[config.mk]
export PLATFORM = sky130hd
export DESIGN_NAME = usb_boot_sequencer_flat
export DESIGN_NICKNAME = d
export VERILOG_FILES = /design/src/rtl/usb_boot_seq_pkg.sv /design/src/rtl/usb_boot_sequencer_if.sv /design/src/rtl/boot_seq_idle_timer.sv /design/src/rtl/usb_boot_sequencer.sv /design/src/flat_wrapper.sv
export SDC_FILE = /design/constraint.sdc
export NUM_CORES = 1
export LEC_CHECK = 0
export ABC_AREA = 1
export CAP_MARGIN = 20
export CORE_UTILIZATION = 40
export CTS_CLUSTER_SIZE = 8
export DETAILED_ROUTE_END_ITERATION = 10
export PLACE_DENSITY = 0.64
export SETUP_SLACK_MARGIN = 0.5
export SLEW_MARGIN = 15
export SYNTH_ARGS = -nofsm -noshare
export SYNTH_HDL_FRONTEND = slang
export SYNTH_SLANG_ARGS = --single-unit
[constraint.sdc]
create_clock -name clk -period 3.5 [get_ports clk]
set_input_delay 1.05 -clock clk [delete_from_list [all_inputs] [get_ports clk]]
set_output_delay 1.05 -clock clk [all_outputs]
set_load 0.1 [all_outputs]
[src/rtl/usb_boot_seq_pkg.sv]
// rtl/usb_boot_seq_pkg.sv - shared state encodings and defaults for the USB boot sequencer
//
// Purpose : state enum for the boot hand-off FSM and the default warm-boot image.
// Ports   : none (package).
package usb_boot_seq_pkg;

  // Encodings are visible on seq_state for debug/LED mode, so keep them fixed.
  typedef enum logic [1:0] {
    WAIT_HOST   = 2'd0,
    HOST_ACTIVE = 2'd1,
    DRAIN       = 2'd2,
    BOOT        = 2'd3
  } seq_state_e;

  // Image used when the hand-off is caused by host timeout rather than a request.
  localparam logic [1:0] DEFAULT_BOOT_IMAGE = 2'd0;

endpackage

[src/rtl/usb_boot_sequencer_if.sv]
// rtl/usb_boot_sequencer_if.sv - signal bundle between the boot sequencer and its neighbours
//
// Purpose : groups the SOF/boot-request/SPI inputs and boot outputs of usb_boot_sequencer.
// Ports   : none; modport slave is the sequencer, modport master is the environment.
//   sof_valid      : one-cycle pulse per received SOF token
//   boot_req       : one-cycle warm-boot request from the SPI bridge endpoint
//   boot_image_sel : image index, sampled with boot_req
//   spi_cs_b       : flash chip-select from the bridge (1 = idle)
//   spi_bridge_en  : 1 = bridge may start new SPI transactions
//   host_seen      : sticky, at least one SOF since reset
//   boot           : warm-boot trigger, terminal once set
//   boot_image     : image index, stable while boot=1
//   seq_state      : current FSM state encoding
interface usb_boot_sequencer_if;

  logic       sof_valid;
  logic       boot_req;
  logic [1:0] boot_image_sel;
  logic       spi_cs_b;
  logic       spi_bridge_en;
  logic       host_seen;
  logic       boot;
  logic [1:0] boot_image;
  logic [1:0] seq_state;

  modport master (
    output sof_valid,
    output boot_req,
    output boot_image_sel,
    output spi_cs_b,
    input  spi_bridge_en,
    input  host_seen,
    input  boot,
    input  boot_image,
    input  seq_state
  );

  modport slave (
    input  sof_valid,
    input  boot_req,
    input  boot_image_sel,
    input  spi_cs_b,
    output spi_bridge_en,
    output host_seen,
    output boot,
    output boot_image,
    output seq_state
  );

endinterface

[src/rtl/boot_seq_idle_timer.sv]
// rtl/boot_seq_idle_timer.sv - saturating cycle counter with clear, enable and LIMIT-1 hit
//
// Purpose : counts enabled cycles since the last clear; saturates at LIMIT, never wraps.
// Ports   :
//   clk     : system clock
//   reset_n : asynchronous active-low reset
//   i_clr   : synchronous clear (wins over enable)
//   i_en    : count enable
//   o_hit   : combinational, high in the cycle the count will reach LIMIT
module boot_seq_idle_timer
  import usb_boot_seq_pkg::*;
#(
  parameter int unsigned LIMIT = 2
) (
  input  logic clk,
  input  logic reset_n,
  input  logic i_clr,
  input  logic i_en,
  output logic o_hit
);

  localparam int unsigned W = $clog2(LIMIT + 1);
  localparam logic [W-1:0] LIMIT_VAL = W'(LIMIT);
  localparam logic [W-1:0] HIT_VAL   = W'(LIMIT - 1);

  logic [W-1:0] r_count;

  always_ff @(posedge clk or negedge reset_n) begin
    if (!reset_n) begin
      r_count <= '0;
    end else if (i_clr) begin
      r_count <= '0;
    end else if (i_en && (r_count != LIMIT_VAL)) begin
      r_count <= r_count + W'(1);
    end
  end

  // Fires once per run: after saturation the count sits at LIMIT, not LIMIT-1.
  assign o_hit = i_en && !i_clr && (r_count == HIT_VAL);

endmodule

[src/rtl/usb_boot_sequencer.sv]
// rtl/usb_boot_sequencer.sv - bootloader hand-off sequencer from USB/SPI service to user image
//
// Purpose : watches SOF activity and warm-boot requests, fences the SPI bridge, waits for
//           the flash bus to stay idle, then raises boot with the latched image index.
// Ports   :
//   clk     : system clock, all logic on posedge
//   reset_n : asynchronous active-low reset
//   bus     : usb_boot_sequencer_if.slave (sof_valid, boot_req, boot_image_sel, spi_cs_b in;
//             spi_bridge_en, host_seen, boot, boot_image, seq_state out)
module usb_boot_sequencer
  import usb_boot_seq_pkg::*;
#(
  parameter int unsigned HOST_TIMEOUT_CYCLES = 48000000,
  parameter int unsigned GUARD_CYCLES        = 1024,
  parameter logic [1:0]  DEFAULT_IMAGE       = DEFAULT_BOOT_IMAGE
) (
  input  logic                 clk,
  input  logic                 reset_n,
  usb_boot_sequencer_if.slave  bus
);

  generate
    if (GUARD_CYCLES < 1) begin : g_bad_guard
      $error("GUARD_CYCLES must be at least 1");
    end
    if (HOST_TIMEOUT_CYCLES < 2) begin : g_bad_timeout
      $error("HOST_TIMEOUT_CYCLES must be at least 2");
    end
  endgenerate

  seq_state_e r_state;
  logic       r_bridge_en;
  logic       r_host_seen;
  logic       r_boot;
  logic [1:0] r_image;

  logic w_timeout_hit;
  logic w_guard_en;
  logic w_guard_clr;
  logic w_guard_hit;

  // SOF idle time: every SOF restarts the count, otherwise it free-runs to saturation.
  boot_seq_idle_timer #(
    .LIMIT (HOST_TIMEOUT_CYCLES)
  ) u_idle_timer (
    .clk     (clk),
    .reset_n (reset_n),
    .i_clr   (bus.sof_valid),
    .i_en    (1'b1),
    .o_hit   (w_timeout_hit)
  );

  // Guard time only accumulates inside DRAIN; held at zero elsewhere so DRAIN
  // always starts from a clean count.
  assign w_guard_en  = (r_state == DRAIN) && bus.spi_cs_b;
  assign w_guard_clr = (r_state != DRAIN) || !bus.spi_cs_b;

  boot_seq_idle_timer #(
    .LIMIT (GUARD_CYCLES)
  ) u_guard_timer (
    .clk     (clk),
    .reset_n (reset_n),
    .i_clr   (w_guard_clr),
    .i_en    (w_guard_en),
    .o_hit   (w_guard_hit)
  );

  always_ff @(posedge clk or negedge reset_n) begin
    if (!reset_n) begin
      r_state     <= WAIT_HOST;
      r_bridge_en <= 1'b1;
      r_host_seen <= 1'b0;
      r_boot      <= 1'b0;
      r_image     <= DEFAULT_IMAGE;
    end else begin
      r_host_seen <= r_host_seen | bus.sof_valid;
      // Outputs follow the current state, so they lag a state change by one cycle.
      r_bridge_en <= (r_state == WAIT_HOST) || (r_state == HOST_ACTIVE);
      r_boot      <= (r_state == BOOT);

      case (r_state)
        WAIT_HOST, HOST_ACTIVE: begin
          // boot_req beats SOF and timeout; SOF beats timeout (timeout_hit
          // already excludes an SOF cycle).
          if (bus.boot_req) begin
            r_image <= bus.boot_image_sel;
            r_state <= DRAIN;
          end else if (bus.sof_valid) begin
            r_state <= HOST_ACTIVE;
          end else if (w_timeout_hit) begin
            r_image <= DEFAULT_IMAGE;
            r_state <= DRAIN;
          end
        end
        DRAIN: begin
          if (w_guard_hit) begin
            r_state <= BOOT;
          end
        end
        BOOT: begin
          r_state <= BOOT;
        end
        default: begin
          r_state <= WAIT_HOST;
        end
      endcase
    end
  end

  assign bus.spi_bridge_en = r_bridge_en;
  assign bus.host_seen     = r_host_seen;
  assign bus.boot          = r_boot;
  assign bus.boot_image    = r_image;
  assign bus.seq_state     = r_state;

endmodule

[src/flat_wrapper.sv]
// flat-port wrapper written by rule: the top's interface ports become plain ports
module usb_boot_sequencer_flat import usb_boot_seq_pkg::*;
#(
  parameter int unsigned HOST_TIMEOUT_CYCLES = 48000000,
  parameter int unsigned GUARD_CYCLES        = 1024,
  parameter logic [1:0]  DEFAULT_IMAGE       = DEFAULT_BOOT_IMAGE
)
  (clk, reset_n, bus_sof_valid, bus_boot_req, bus_boot_image_sel, bus_spi_cs_b, bus_spi_bridge_en, bus_host_seen, bus_boot, bus_boot_image, bus_seq_state);
  usb_boot_sequencer_if bus_i ();
  input  logic clk;
  input  logic reset_n;
  input wire logic [$bits(bus_i.sof_valid)-1:0] bus_sof_valid;
  input wire logic [$bits(bus_i.boot_req)-1:0] bus_boot_req;
  input wire logic [$bits(bus_i.boot_image_sel)-1:0] bus_boot_image_sel;
  input wire logic [$bits(bus_i.spi_cs_b)-1:0] bus_spi_cs_b;
  output wire logic [$bits(bus_i.spi_bridge_en)-1:0] bus_spi_bridge_en;
  output wire logic [$bits(bus_i.host_seen)-1:0] bus_host_seen;
  output wire logic [$bits(bus_i.boot)-1:0] bus_boot;
  output wire logic [$bits(bus_i.boot_image)-1:0] bus_boot_image;
  output wire logic [$bits(bus_i.seq_state)-1:0] bus_seq_state;
  assign bus_i.sof_valid = bus_sof_valid;
  assign bus_i.boot_req = bus_boot_req;
  assign bus_i.boot_image_sel = bus_boot_image_sel;
  assign bus_i.spi_cs_b = bus_spi_cs_b;
  assign bus_spi_bridge_en = bus_i.spi_bridge_en;
  assign bus_host_seen = bus_i.host_seen;
  assign bus_boot = bus_i.boot;
  assign bus_boot_image = bus_i.boot_image;
  assign bus_seq_state = bus_i.seq_state;
  usb_boot_sequencer #(.HOST_TIMEOUT_CYCLES(HOST_TIMEOUT_CYCLES), .GUARD_CYCLES(GUARD_CYCLES), .DEFAULT_IMAGE(DEFAULT_IMAGE)) u_core (.clk(clk), .reset_n(reset_n), .bus(bus_i));
endmodule
# After elaboration in Yosys (flattened, before gate mapping)
# Cells that the tools add are included.
# word_totals
regBits	44
in_bits	7
out_inout_bits	7
# classes
n_addsub	2
eq_ne	11
mux	12
bitwise	1
n_reduce_logical	17
# ops
op	n
$mux W26	2
$add A26 B1 Y26 const B	1
$eq A26 B26 Y1 const B	1
$ne A26 B26 Y1 const B	1
$mux W11	2
$mux W2	7
$add A11 B1 Y11 const B	1
$eq A11 B10 Y1 const B	1
$ne A11 B11 Y1 const B	1
$pmux W2 S3	1
$reduce_bool A2 Y1	3
$logic_and A1 B1 Y1	5
$eq A2 B2 Y1 const B	2
$ne A2 B2 Y1 const B	2
$ne A4 B4 Y1 const B	1
$logic_not A1 Y1	3
$reduce_and A3 Y1	1
$eq A2 B1 Y1 const B	1
$logic_not A2 Y1	1
$logic_or A1 B1 Y1	2
$ne A2 B1 Y1 const B	1
$reduce_and A2 Y1	1
$reduce_or A2 Y1	1
$or A1 B1 Y1	1

# Logic depth before layout (Yosys ltp)
# Gate-level depths: netlist (run 1).
# depth
word_depth	7
depth_mapped	9
depth_no_buf	9

# By module
# A second synthesis (run 1) with hierarchy kept.
# hier_totals
cells_unflattened	429
hier_area_um2	2884.0
# by_module_without_submodules
module	instances	cells_per_inst	area_per_inst_um2	seq_area_each_um2
boot_seq_idle_timer (u_core.u_idle_timer)	1	293	1869.3	650.6
boot_seq_idle_timer (u_core.u_guard_timer)	1	100	704.4	275.3
usb_boot_sequencer	1	36	310.3	176.4

# Least setup slack after synthesis (run 1)
# No wires, ideal clock.
# synth_path
path_type	register to output
startpoint	register u_core.r_state[1], in the netlist u_core.bus.seq_state[1]
endpoint	output port bus_seq_state[1]
t_arrival_ns	0.940
required_ns	2.450
path_slack_ns	1.510
stages_incl_launch_ff	1
n_path_buf	0
cell_sequence	dfrtp_1
# synth_rtl
element	line	text
start: declaration	usb_boot_sequencer.sv:31	seq_state_e r_state;
start signal: assignment	usb_boot_sequencer.sv:70	r_state <= WAIT_HOST;
start signal: assignment	usb_boot_sequencer.sv:87	r_state <= DRAIN;
start signal: assignment	usb_boot_sequencer.sv:89	r_state <= HOST_ACTIVE;
end: declaration	flat_wrapper.sv:20	output wire logic [$bits(bus_i.seq_state)-1:0] bus_seq_state;
# No word-level cell between the ends.

# Worst setup path in the final report (run 1)
# layout_path
startpoint	input port bus_sof_valid
endpoint	register u_core.u_idle_timer.r_count[8]
# layout_between
elab_chain_len	1
word_cells_on_any_way	2
cone_classes	mux (1); reduce/logical (1)
# layout_lines
element	line	text
start: declaration	flat_wrapper.sv:12	input wire logic [$bits(bus_i.sof_valid)-1:0] bus_sof_valid;
$mux W26 / $reduce_bool A2 Y1 (equally long branches)	n/a	
end signal: assignment	boot_seq_idle_timer.sv:34	r_count <= r_count + W'(1);
end: declaration	boot_seq_idle_timer.sv:26	logic [W-1:0] r_count;
# Parallel ways exist; a longest one is shown, timed or not.
# A chain may end at the register's enable or synchronous reset.

==> impl_results.md, run 1 <==
* DR vias/cell at 4.93
* Clock-pin slew on the worst setup and hold paths at 0.08 ns
* Final net count at 371
* Synth Warn # at 0
* Worst min-delay path startpoint: u_core.bus.host_seen
* H-Tree Depth at 2
* Endpoints failing setup at 0
* Distinct cells, synth at 30
* Final ANT Viol Nets at 0
* Global route total overflow at 0
* Worst-Margin Slew at 0.600 ns
* Dpl cells at 427
* # hold bufs at CTS at 0
* Post-CTS setup buffers at 0
* RSZ-0062 raised after global routing: no
* Sw Ratio at 0.239
* Final Hold Viols at 0
* Worst Setup End Kind: register
* Combinational fraction of design power at 0.067
* Synth top area cells: dfrtp_1 (43%), nand2_1 (11%), nor2_1 (9.0%)
* Fin Setup TNS at 0 ns
* Fillers at 620
* Final Wtd Congestion at 0.823
* Vias after detailed routing at 2,149
* Reg power frac at 0.587
* Clock latency on the worst-skew pair at 0.30 ns
* Rel. slew slack at 0.600
* Final Worst Setup Slack at 1.28 ns
* Seq/Total Area, Yosys at 0.442
* Cells after Synth at 341
* FMAX at 0.451 GHz
* First-pass GRT wire length at 9310 um
* Clock network power share at 0.346
* DP Area at 0.00269 mm2
* HPWL Detailed at 3900 um
* Core area at 0.00596 mm2
* Worst Clk Skew at 0.00512 ns
* Top cell type's share of synthesized area at 0.431
* Clk buf depth at 2
* Maximum Capacitance Violations at 0
* Fin. max-slew vios at 0
* Cell with the most instances after synthesis: nand2_1
* Worst R2R Setup Slack at 1.85 ns
* Crit Path Class: input pin to register
* # rows at 28
* CTS Root Cell: clkbuf_8
* Worst r2r src: u_core.u_idle_timer.r_count[0]
* Initial antenna violation count at 0
* Lkg Pwr at 1.32 nW
* Post-Syn Area at 0.00250 mm2
* Chip width at 81.0 um
* Initial core utilization at 0.419
* Synth area leader: dfrtp_1
* VDD IR max at 0.000266 V
* Critical Path AT at 2.44 ns
* Number of detailed-route iterations in the first pass at 4
* Post-Syn Area per Cell at 7.32 um2
* Diode count at 0
* Area Overhead vs Synth at 11.9%
* Drt total wl at 5230 um
* Finished Cell Area at 0.00279 mm2
* PwrDens at 316 mW/mm2
* CP required at 3.72 ns
* Syn nets at 352
* Worst Hold Class: register to register
* Psw at 0.000211 W
* Wire length per cell at 12.0 um
* Fin cells at 436
* Asr flop ratio synth at 1.00
* Ports at 14
* Yosys reg bits at 44
* Share of cells above drive strength 1 at 0.0942
* CTS Buf Count at 5
* Internal power at 0.000672 W
* Startpoint Class: input pin
* DR DRC count at 0
* Commonest cells post-synth: nand2_1 (76), nor2_1 (60), dfrtp_1 (43)
* Ys flop type: dfrtp_1
* Worst Setup SP: bus_sof_valid
* Total clock sinks at 44
* Port bufs at 13
* Crit path time final at 2.22 ns
* Die H at 81.0 um
* Starting DRT DRC Count at 136
* GRT Overall Usage at 0.184
* Final Cycle Share at 0.633
* Number of flops mapped to enable cells by yosys at 0
* Vias in the first global route at 1,986
* Pre-CTS setup slack at 0.953 ns
* Hold Slack at 0.471 ns
* Largest net degree at the start of global routing at 45
* Status: completed
* CTS tree: yes
* Full die area at 0.00656 mm2
* CTS resizes at 0
* Critical path peak fanout at 21
==> critical path, stage by stage <==
cell and delay (ns):
clkdlybuf4s50_1 0.40, buf_4 0.18, inv_1 0.46, o21ai_0 0.18, a21oi_1 0.16
==> layout make-up <==
class,instances,area [um2],area share
inverter,43,161,0.0578
timing repair buffer,15,135,0.0484
sequential,44,1100,0.395
clock inverter,1,5.00,0.00179
tap,75,93.8,0.0336
multi-input combinational,251,1220,0.437
clock buffer,7,76.3,0.0273
==> final timing paths <==
path | end | cells past startpoint
min in group asynchronous | u_core.u_idle_timer.r_count[0] | 1
min reg2reg | u_core.bus.host_seen | 1
min | u_core.bus.host_seen | 1
max reg2reg | u_core.u_idle_timer.r_count[18] | 9
max | u_core.u_idle_timer.r_count[8] | 5
max in group asynchronous | u_core.bus.spi_bridge_en | 2
==> per-layer routing <==
metal,part of all wire,track usage,vias up
li1,-,-,1134
met1,0.52,0.259,981
met2,0.44,0.285,29
met3,0.033,0.0337,5
met4,0.013,0.0589,0
met5,0,0,-
==> flip-flops by register name, summed over array words and instances (netlist names) <==
| name | count |
|---|---|
| u_core.u_idle_timer.r_count | 26 |
| u_core.bus.seq_state | 2 |
| u_core.u_guard_timer.r_count | 11 |
| u_core.bus.boot | 1 |
| u_core.bus.spi_bridge_en | 1 |
| u_core.bus.host_seen | 1 |
| u_core.bus.boot_image | 2 |
==> cell usage in the layout (no fill, tap or decap), drive strengths merged, types with 2 or more instances in the layout <==
cell type / instances
dfrtp: 43
clkbuf: 7
buf: 10
clkdlybuf4s50: 5
ha: 4
nand4: 10
nand3: 29
inv: 43
nor2: 64
nand2: 81
xor2: 2
or2: 2
a21oi: 18
nor3: 21
o21ai: 15
==> cells by family (layout without fill, tap and decap cells) <==
logic type	count (synthesis)	count (layout)	share of synthesized area
AOI/OAI and AO/OA	36	36	0.0762
xor gates and xnor gates	3	3	0.0105
adders and majority gates	4	4	0.0201
buffers and inverters	46	66	0.0697
DFF	44	44	0.442
and+or+nand+nor	208	208	0.382
==> power groups by stage <==
stage / clock network [W] / logic (W) / registers [W]
after global placement: 0 / 0.0000576 / 0.000528
after detailed placement: 0 / 0.0000583 / 0.000528
after CTS: 0.000318 / 0.0000583 / 0.000518
after floorplan: 0 / 0.0000241 / 0.000535
final: 0.000306 / 0.0000591 / 0.000518
after global routing: 0.000339 / 0.0000685 / 0.000519
==> per-stage QoR <==
| step | util | total power (W) |
|---|---|---|
| finish | 0.469 | 0.000883 |
| global route | 0.469 | 0.000926 |
| CTS | 0.466 | 0.000894 |
| global placement | 0.452 | 0.000585 |
| detailed placement | 0.452 | 0.000586 |
| floorplan | - | 0.000560 |
Note: power is estimated with default switching activity, not from simulation.
==> run 2, diff against run 1 <==
--- a/config.mk
+++ b/config.mk
@@ -10,7 +10,7 @@
 export CORE_UTILIZATION = 40
 export CTS_CLUSTER_SIZE = 8
 export DETAILED_ROUTE_END_ITERATION = 10
-export PLACE_DENSITY = 0.64
+export PLACE_DENSITY = 0.66
 export SETUP_SLACK_MARGIN = 0.5
 export SLEW_MARGIN = 15
 export SYNTH_ARGS = -nofsm -noshare
==> constraint.sdc (replaced) <==
create_clock -name clk -period 2 [get_ports clk]
set_input_delay 0.6 -clock clk [delete_from_list [all_inputs] [get_ports clk]]
set_output_delay 0.6 -clock clk [all_outputs]
set_load 0.1 [all_outputs]
==> impl_results.md, run 2 (synthesized netlist as in run 1, its figures left out) <==
* Number of flip-flops in the largest register at 26
* Clock-pin slew on the worst setup and hold paths at 0.08 ns
* Finished Cell Area at 0.00324 mm2
* Drt total wl at 5820 um
* Final Wtd Congestion at 0.846
* Worst r2r src: u_core.u_idle_timer.r_count[1]
* Initial antenna violation count at 0
* First-pass GRT wire length at 9500 um
* Final Cycle Share at 0.815
* Reg power frac at 0.558
* Worst r2r dst: u_core.u_idle_timer.r_count[18]
* Max stage delay on crit path at 0.55 ns
* Number of detailed-route iterations in the first pass at 4
* # rows at 28
* Lkg Pwr at 1.47 nW
* Area Overhead vs Synth at 29.6%
* Endpoints failing setup at 0
* Status: completed
* CP required at 1.40 ns
* Clk buf depth at 2
* RSZ-0062 raised after global routing: yes
* FMAX at 0.614 GHz
* Clock latency on the worst-skew pair at 0.30 ns
* DP Area at 0.00283 mm2
* CTS tree: yes
* Internal power at 0.00123 W
* Startpoint Class: register
* Delay-heaviest family, CP: flip-flops
* Full die area at 0.00656 mm2
* R2r worst-path depth at 9
* Crit path time final at 1.63 ns
* DR DRC count at 0
* Worst Clk Skew at 0.00619 ns
* Fin. max-slew vios at 0
* Final net count at 390
* PwrDens at 503 mW/mm2
* Vias after detailed routing at 2,345
* HPWL Detailed at 3970 um
* Initial core utilization at 0.419
* VDD IR max at 0.000276 V
* Crit Path Class: register to output pin
* Critical Path AT at 1.03 ns
* Rel. slew slack at 0.741
* Clock network power share at 0.358
* Share of cells above drive strength 1 at 0.253
* GRT Overall Usage at 0.191
* Diode count at 0
* H-Tree Depth at 2
* Critical path peak fanout at 1
* Chip width at 81.0 um
* Largest regs: u_core.u_idle_timer.r_count x26, u_core.u_guard_timer.r_count x11
* Worst R2R Setup Slack at 0.47 ns
* Worst-Margin Slew at 0.389 ns
* Fin Setup TNS at 0 ns
* Most frequent cells in the layout: nand2_1 (72), nor2_1 (52), inv_1 (37)
* Worst Setup End Kind: output pin
* Psw at 0.000398 W
* Vias in the first global route at 2,072
* Final ANT Viol Nets at 0
* Crit path buf inv count at 1
* Final Worst Setup Slack at 0.370 ns
* Starting DRT DRC Count at 167
* Ports at 14
* Largest net degree at the start of global routing at 30
* Crit-path cells: buf_12
* Commonest non-fill, non-tap cell in the layout: nand2_1
* Total clock sinks at 44
* Wire length per cell at 12.8 um
* Sw Ratio at 0.244
* Port bufs at 13
* Combinational fraction of design power at 0.084
* Pre-CTS setup slack at 0.159 ns
* CTS Buf Count at 5
* Die H at 81.0 um
* # hold bufs at CTS at 0
* Worst Hold Class: input pin to async pin
* CTS Root Cell: clkbuf_8
* Core area at 0.00596 mm2
* CP max stage cell: dfstp_2
* Maximum Capacitance Violations at 0
* Global route total overflow at 0
* DR vias/cell at 5.15
* Final Hold Viols at 0
* Largest Register: u_core.u_idle_timer.r_count
run 2: cell count changes in the layout (fill, tap and decap cells not counted), sizes merged:
cell,delta
buf,+19
clkbuf,-1
clkdlybuf4s50,-1
clkinv,+1
dlygate4sd2,+1
run 2: metrics by stage:
stage / instances / util / total power (W) / hold slack [ns]
floorplan: 341 / - / 0.000980 / 0.304
global placement: 429 / 0.474 / 0.00104 / 0.501
detailed placement: 429 / 0.474 / 0.00104 / 0.514
CTS: 441 / 0.497 / 0.00164 / 0.207
global route: 455 / 0.543 / 0.00170 / 0.231
finish: 455 / 0.543 / 0.00163 / 0.211
run 2: repair_timing:
| item | 4_1_cts | 5_1_grt |
|---|---|---|
| setup buffers | 4 | 14 |
| gates resized for setup | 6 | 49 |
| pin swaps | 0 | 13 |
| endpoints found under the setup margin | 18 | 34 |
run 2: layout make-up:
cell class              count  area, um2
fillers                   566       2720
clock inverters             2       10.0
multi-input cells         251       1390
inverters                  43        166
flip-flops and latches     44       1120
well taps                  75       93.8
clock buffers               6       82.6
repair buffers             34        377
run 2: power groups by stage:
stage               Sequential, W  Combinational (W)  Clock [W]
finish                   0.000909           0.000136   0.000583
global route             0.000910           0.000152   0.000636
CTS                      0.000907           0.000123   0.000609
detailed placement       0.000925           0.000117          0
global placement         0.000925           0.000115          0
floorplan                0.000937          0.0000424          0
run 2: per-layer routing:
layer	track usage	wire, um
met2	0.303	2690
met5	0	0
met3	0.0303	227
met1	0.262	2800
met4	0.0696	106
run 2: how the worst max path moves through the flow:
| stage | start | endpoint | cells past startpoint |
|---|---|---|---|
| after global placement | bus_sof_valid | u_core.bus.boot_image[1] | 9 |
| after floorplan | u_core.bus.boot_image[0] | bus_boot_image[0] | 0 |
| after global routing | u_core.bus.spi_bridge_en | bus_spi_bridge_en | 1 |
| after CTS | u_core.bus.spi_bridge_en | bus_spi_bridge_en | 1 |
| after detailed placement | bus_sof_valid | u_core.bus.boot_image[1] | 9 |
| final | u_core.bus.spi_bridge_en | bus_spi_bridge_en | 1 |
==> run 3, diff against run 2 <==
--- a/config.mk
+++ b/config.mk
@@ -10,7 +10,7 @@
 export CORE_UTILIZATION = 40
 export CTS_CLUSTER_SIZE = 8
 export DETAILED_ROUTE_END_ITERATION = 10
-export PLACE_DENSITY = 0.66
+export PLACE_DENSITY = 0.64
 export SETUP_SLACK_MARGIN = 0.5
 export SLEW_MARGIN = 15
 export SYNTH_ARGS = -nofsm -noshare
==> constraint.sdc (replaced) <==
create_clock -name clk -period 1.5 [get_ports clk]
set_input_delay 0.45 -clock clk [delete_from_list [all_inputs] [get_ports clk]]
set_output_delay 0.45 -clock clk [all_outputs]
set_load 0.1 [all_outputs]
==> impl_results.md, run 3 (synthesized netlist as in run 1, its figures left out) <==
* Clk buf depth at 2
* Reg power frac at 0.497
* # rows at 28
* Share of cells above drive strength 1 at 0.583
* Internal power at 0.00181 W
* Drt total wl at 9260 um
* Fin cells at 514
* Critical path peak fanout at 1
* DR DRC count at 0
* Crit Path Class: register to output pin
* Delay-heaviest family, CP: flip-flops
* Final net count at 449
* Most frequent cells in the layout: nand2_1 (55), buf_4 (43), nor2_1 (39)
* Area occupied by multi-input gates at 0.00194 mm2
* Final Wtd Congestion at 0.880
* Commonest non-fill, non-tap cell in the layout: nand2_1
* Worst-Margin Slew at 0.254 ns
* Global route total overflow at 0
* Failing checks: negative setup slack
* Final ANT Viol Nets at 0
* Dpl cells at 445
* Status: finished with violations
* Worst Setup End Kind: output pin
* Full die area at 0.00656 mm2
* FMAX at 0.633 GHz
* Starting DRT DRC Count at 172
* CP required at 1.05 ns
* CTS tree: yes
* DP Area at 0.00308 mm2
* # hold bufs at CTS at 0
* Fillers at 383
* PwrDens at 553 mW/mm2
* Worst r2r src: u_core.u_idle_timer.r_count[16]
* Vias in the first global route at 2,707
* H-Tree Depth at 2
* Vias after detailed routing at 2,878
* Crit path time final at 1.58 ns
* Core area at 0.00596 mm2
* Worst Clk Skew at 0.0114 ns
* Die H at 81.0 um
* RSZ-0062 raised after global routing: yes
* Largest net degree at the start of global routing at 45
* Largest Register: u_core.u_idle_timer.r_count
* Total clock sinks at 44
* Crit path buf inv count at 1
* CTS Buf Count at 5
* Initial antenna violation count at 0
* Chip width at 81.0 um
* Final Cycle Share at 1.05
* Rel. slew slack at 0.830
* Critical Path AT at 1.13 ns
* Ports at 14
* VDD IR max at 0.000672 V
* Diode count at 0
* Crit-path cells: buf_12
* Final Hold Viols at 0
* FF/Latch Area at 0.00115 mm2
* Clock network power share at 0.401
* Startpoint Class: register
* Max stage delay on crit path at 0.64 ns
* Lkg Pwr at 2.00 nW
* DR vias/cell at 5.60
* Clock latency on the worst-skew pair at 0.32 ns
* HPWL Detailed at 4410 um
* GRT Overall Usage at 0.267
* Sw Ratio at 0.262
* Final Worst Setup Slack at -0.0799 ns
* Largest regs: u_core.u_idle_timer.r_count x26, u_core.u_guard_timer.r_count x11
* Worst Hold Class: input pin to async pin
* Worst Setup SP: u_core.bus.spi_bridge_en
* Pre-CTS setup slack at -0.210 ns
* Finished Cell Area at 0.00443 mm2
* Area Overhead vs Synth at 77.5%
* CP max stage cell: dfstp_4
* Port bufs at 13
* Wire length per cell at 18.0 um
* Design Power at 0.00245 W
* Psw at 0.000642 W
* Clock-pin slew on the worst setup and hold paths at 0.10 ns
* CTS Root Cell: clkbuf_8
* Combinational fraction of design power at 0.102
* First-pass GRT wire length at 13,000 um
* Endpoints failing setup at 3
* Number of flip-flops in the largest register at 26
* Fin. max-slew vios at 0
* Maximum Capacitance Violations at 0
* Number of detailed-route iterations in the first pass at 7
* Initial core utilization at 0.419
run 3: power by group through the flow:
stage / Clock (W) / Sequential (W) / Combinational, W
final: 0.000983 / 0.00122 / 0.000250
after global routing: 0.00103 / 0.00122 / 0.000269
after CTS: 0.000977 / 0.00122 / 0.000224
after detailed placement: 0 / 0.00124 / 0.000178
after global placement: 0 / 0.00124 / 0.000176
after floorplan: 0 / 0.00126 / 0.0000635
run 3: stage by stage:
stage                     hold WS [ns]  utilization  setup TNS [ns]
after floorplan                  0.154            -               0
after global placement           0.448        0.518           -3.56
after detailed placement         0.446        0.518           -3.74
after CTS                        0.111        0.687         -0.0762
after global routing             0.118        0.744          -0.329
final                           0.0911        0.744          -0.134
run 3: repair_timing:
item / CTS / global route
endpoints found under the setup margin: 49 / 48
cloned: 0 / 0
setup buffers: 43 / 18
resized for setup: 154 / 51
pin swaps: 54 / 39
run 3: path summary, 6_finish.rpt:
check / endpoint / slack (ns) / cells after the start
max: bus_spi_bridge_en / -0.08 / 1
min: u_core.bus.boot / 0.09 / 2
max reg2reg: u_core.u_idle_timer.r_count[23] / -0.04 / 8
min reg2reg: u_core.u_idle_timer.r_count[7] / 0.53 / 1
max in group asynchronous: u_core.bus.spi_bridge_en / 1.14 / 2
min in group clk: u_core.u_idle_timer.r_count[7] / 0.53 / 1
run 3: worst register-to-register path, stage by stage, from the launching register on:
cell     delay (ns)
dfrtp_2        0.45
nand2_1        0.17
nor2_2         0.17
nand3_1        0.09
nor2_1         0.23
nand2_1        0.11
nand2_1        0.09
nand2_1        0.07
nor2_1         0.09
run 3: layer usage:
layer / up-vias / part of all wire / track usage
li1: 1294 / - / -
met1: 1418 / 0.41 / 0.342
met2: 122 / 0.50 / 0.439
met3: 44 / 0.049 / 0.0528
met4: 0 / 0.040 / 0.107
met5: - / 0 / 0
run 3: cell type report:
class / instances / area share
multi-input combinational: 251 / 0.437
sequential: 44 / 0.259
inverter: 43 / 0.0398
tap: 75 / 0.0212
timing repair buffer: 93 / 0.217
clock buffer: 5 / 0.0155
clock inverter: 3 / 0.0104
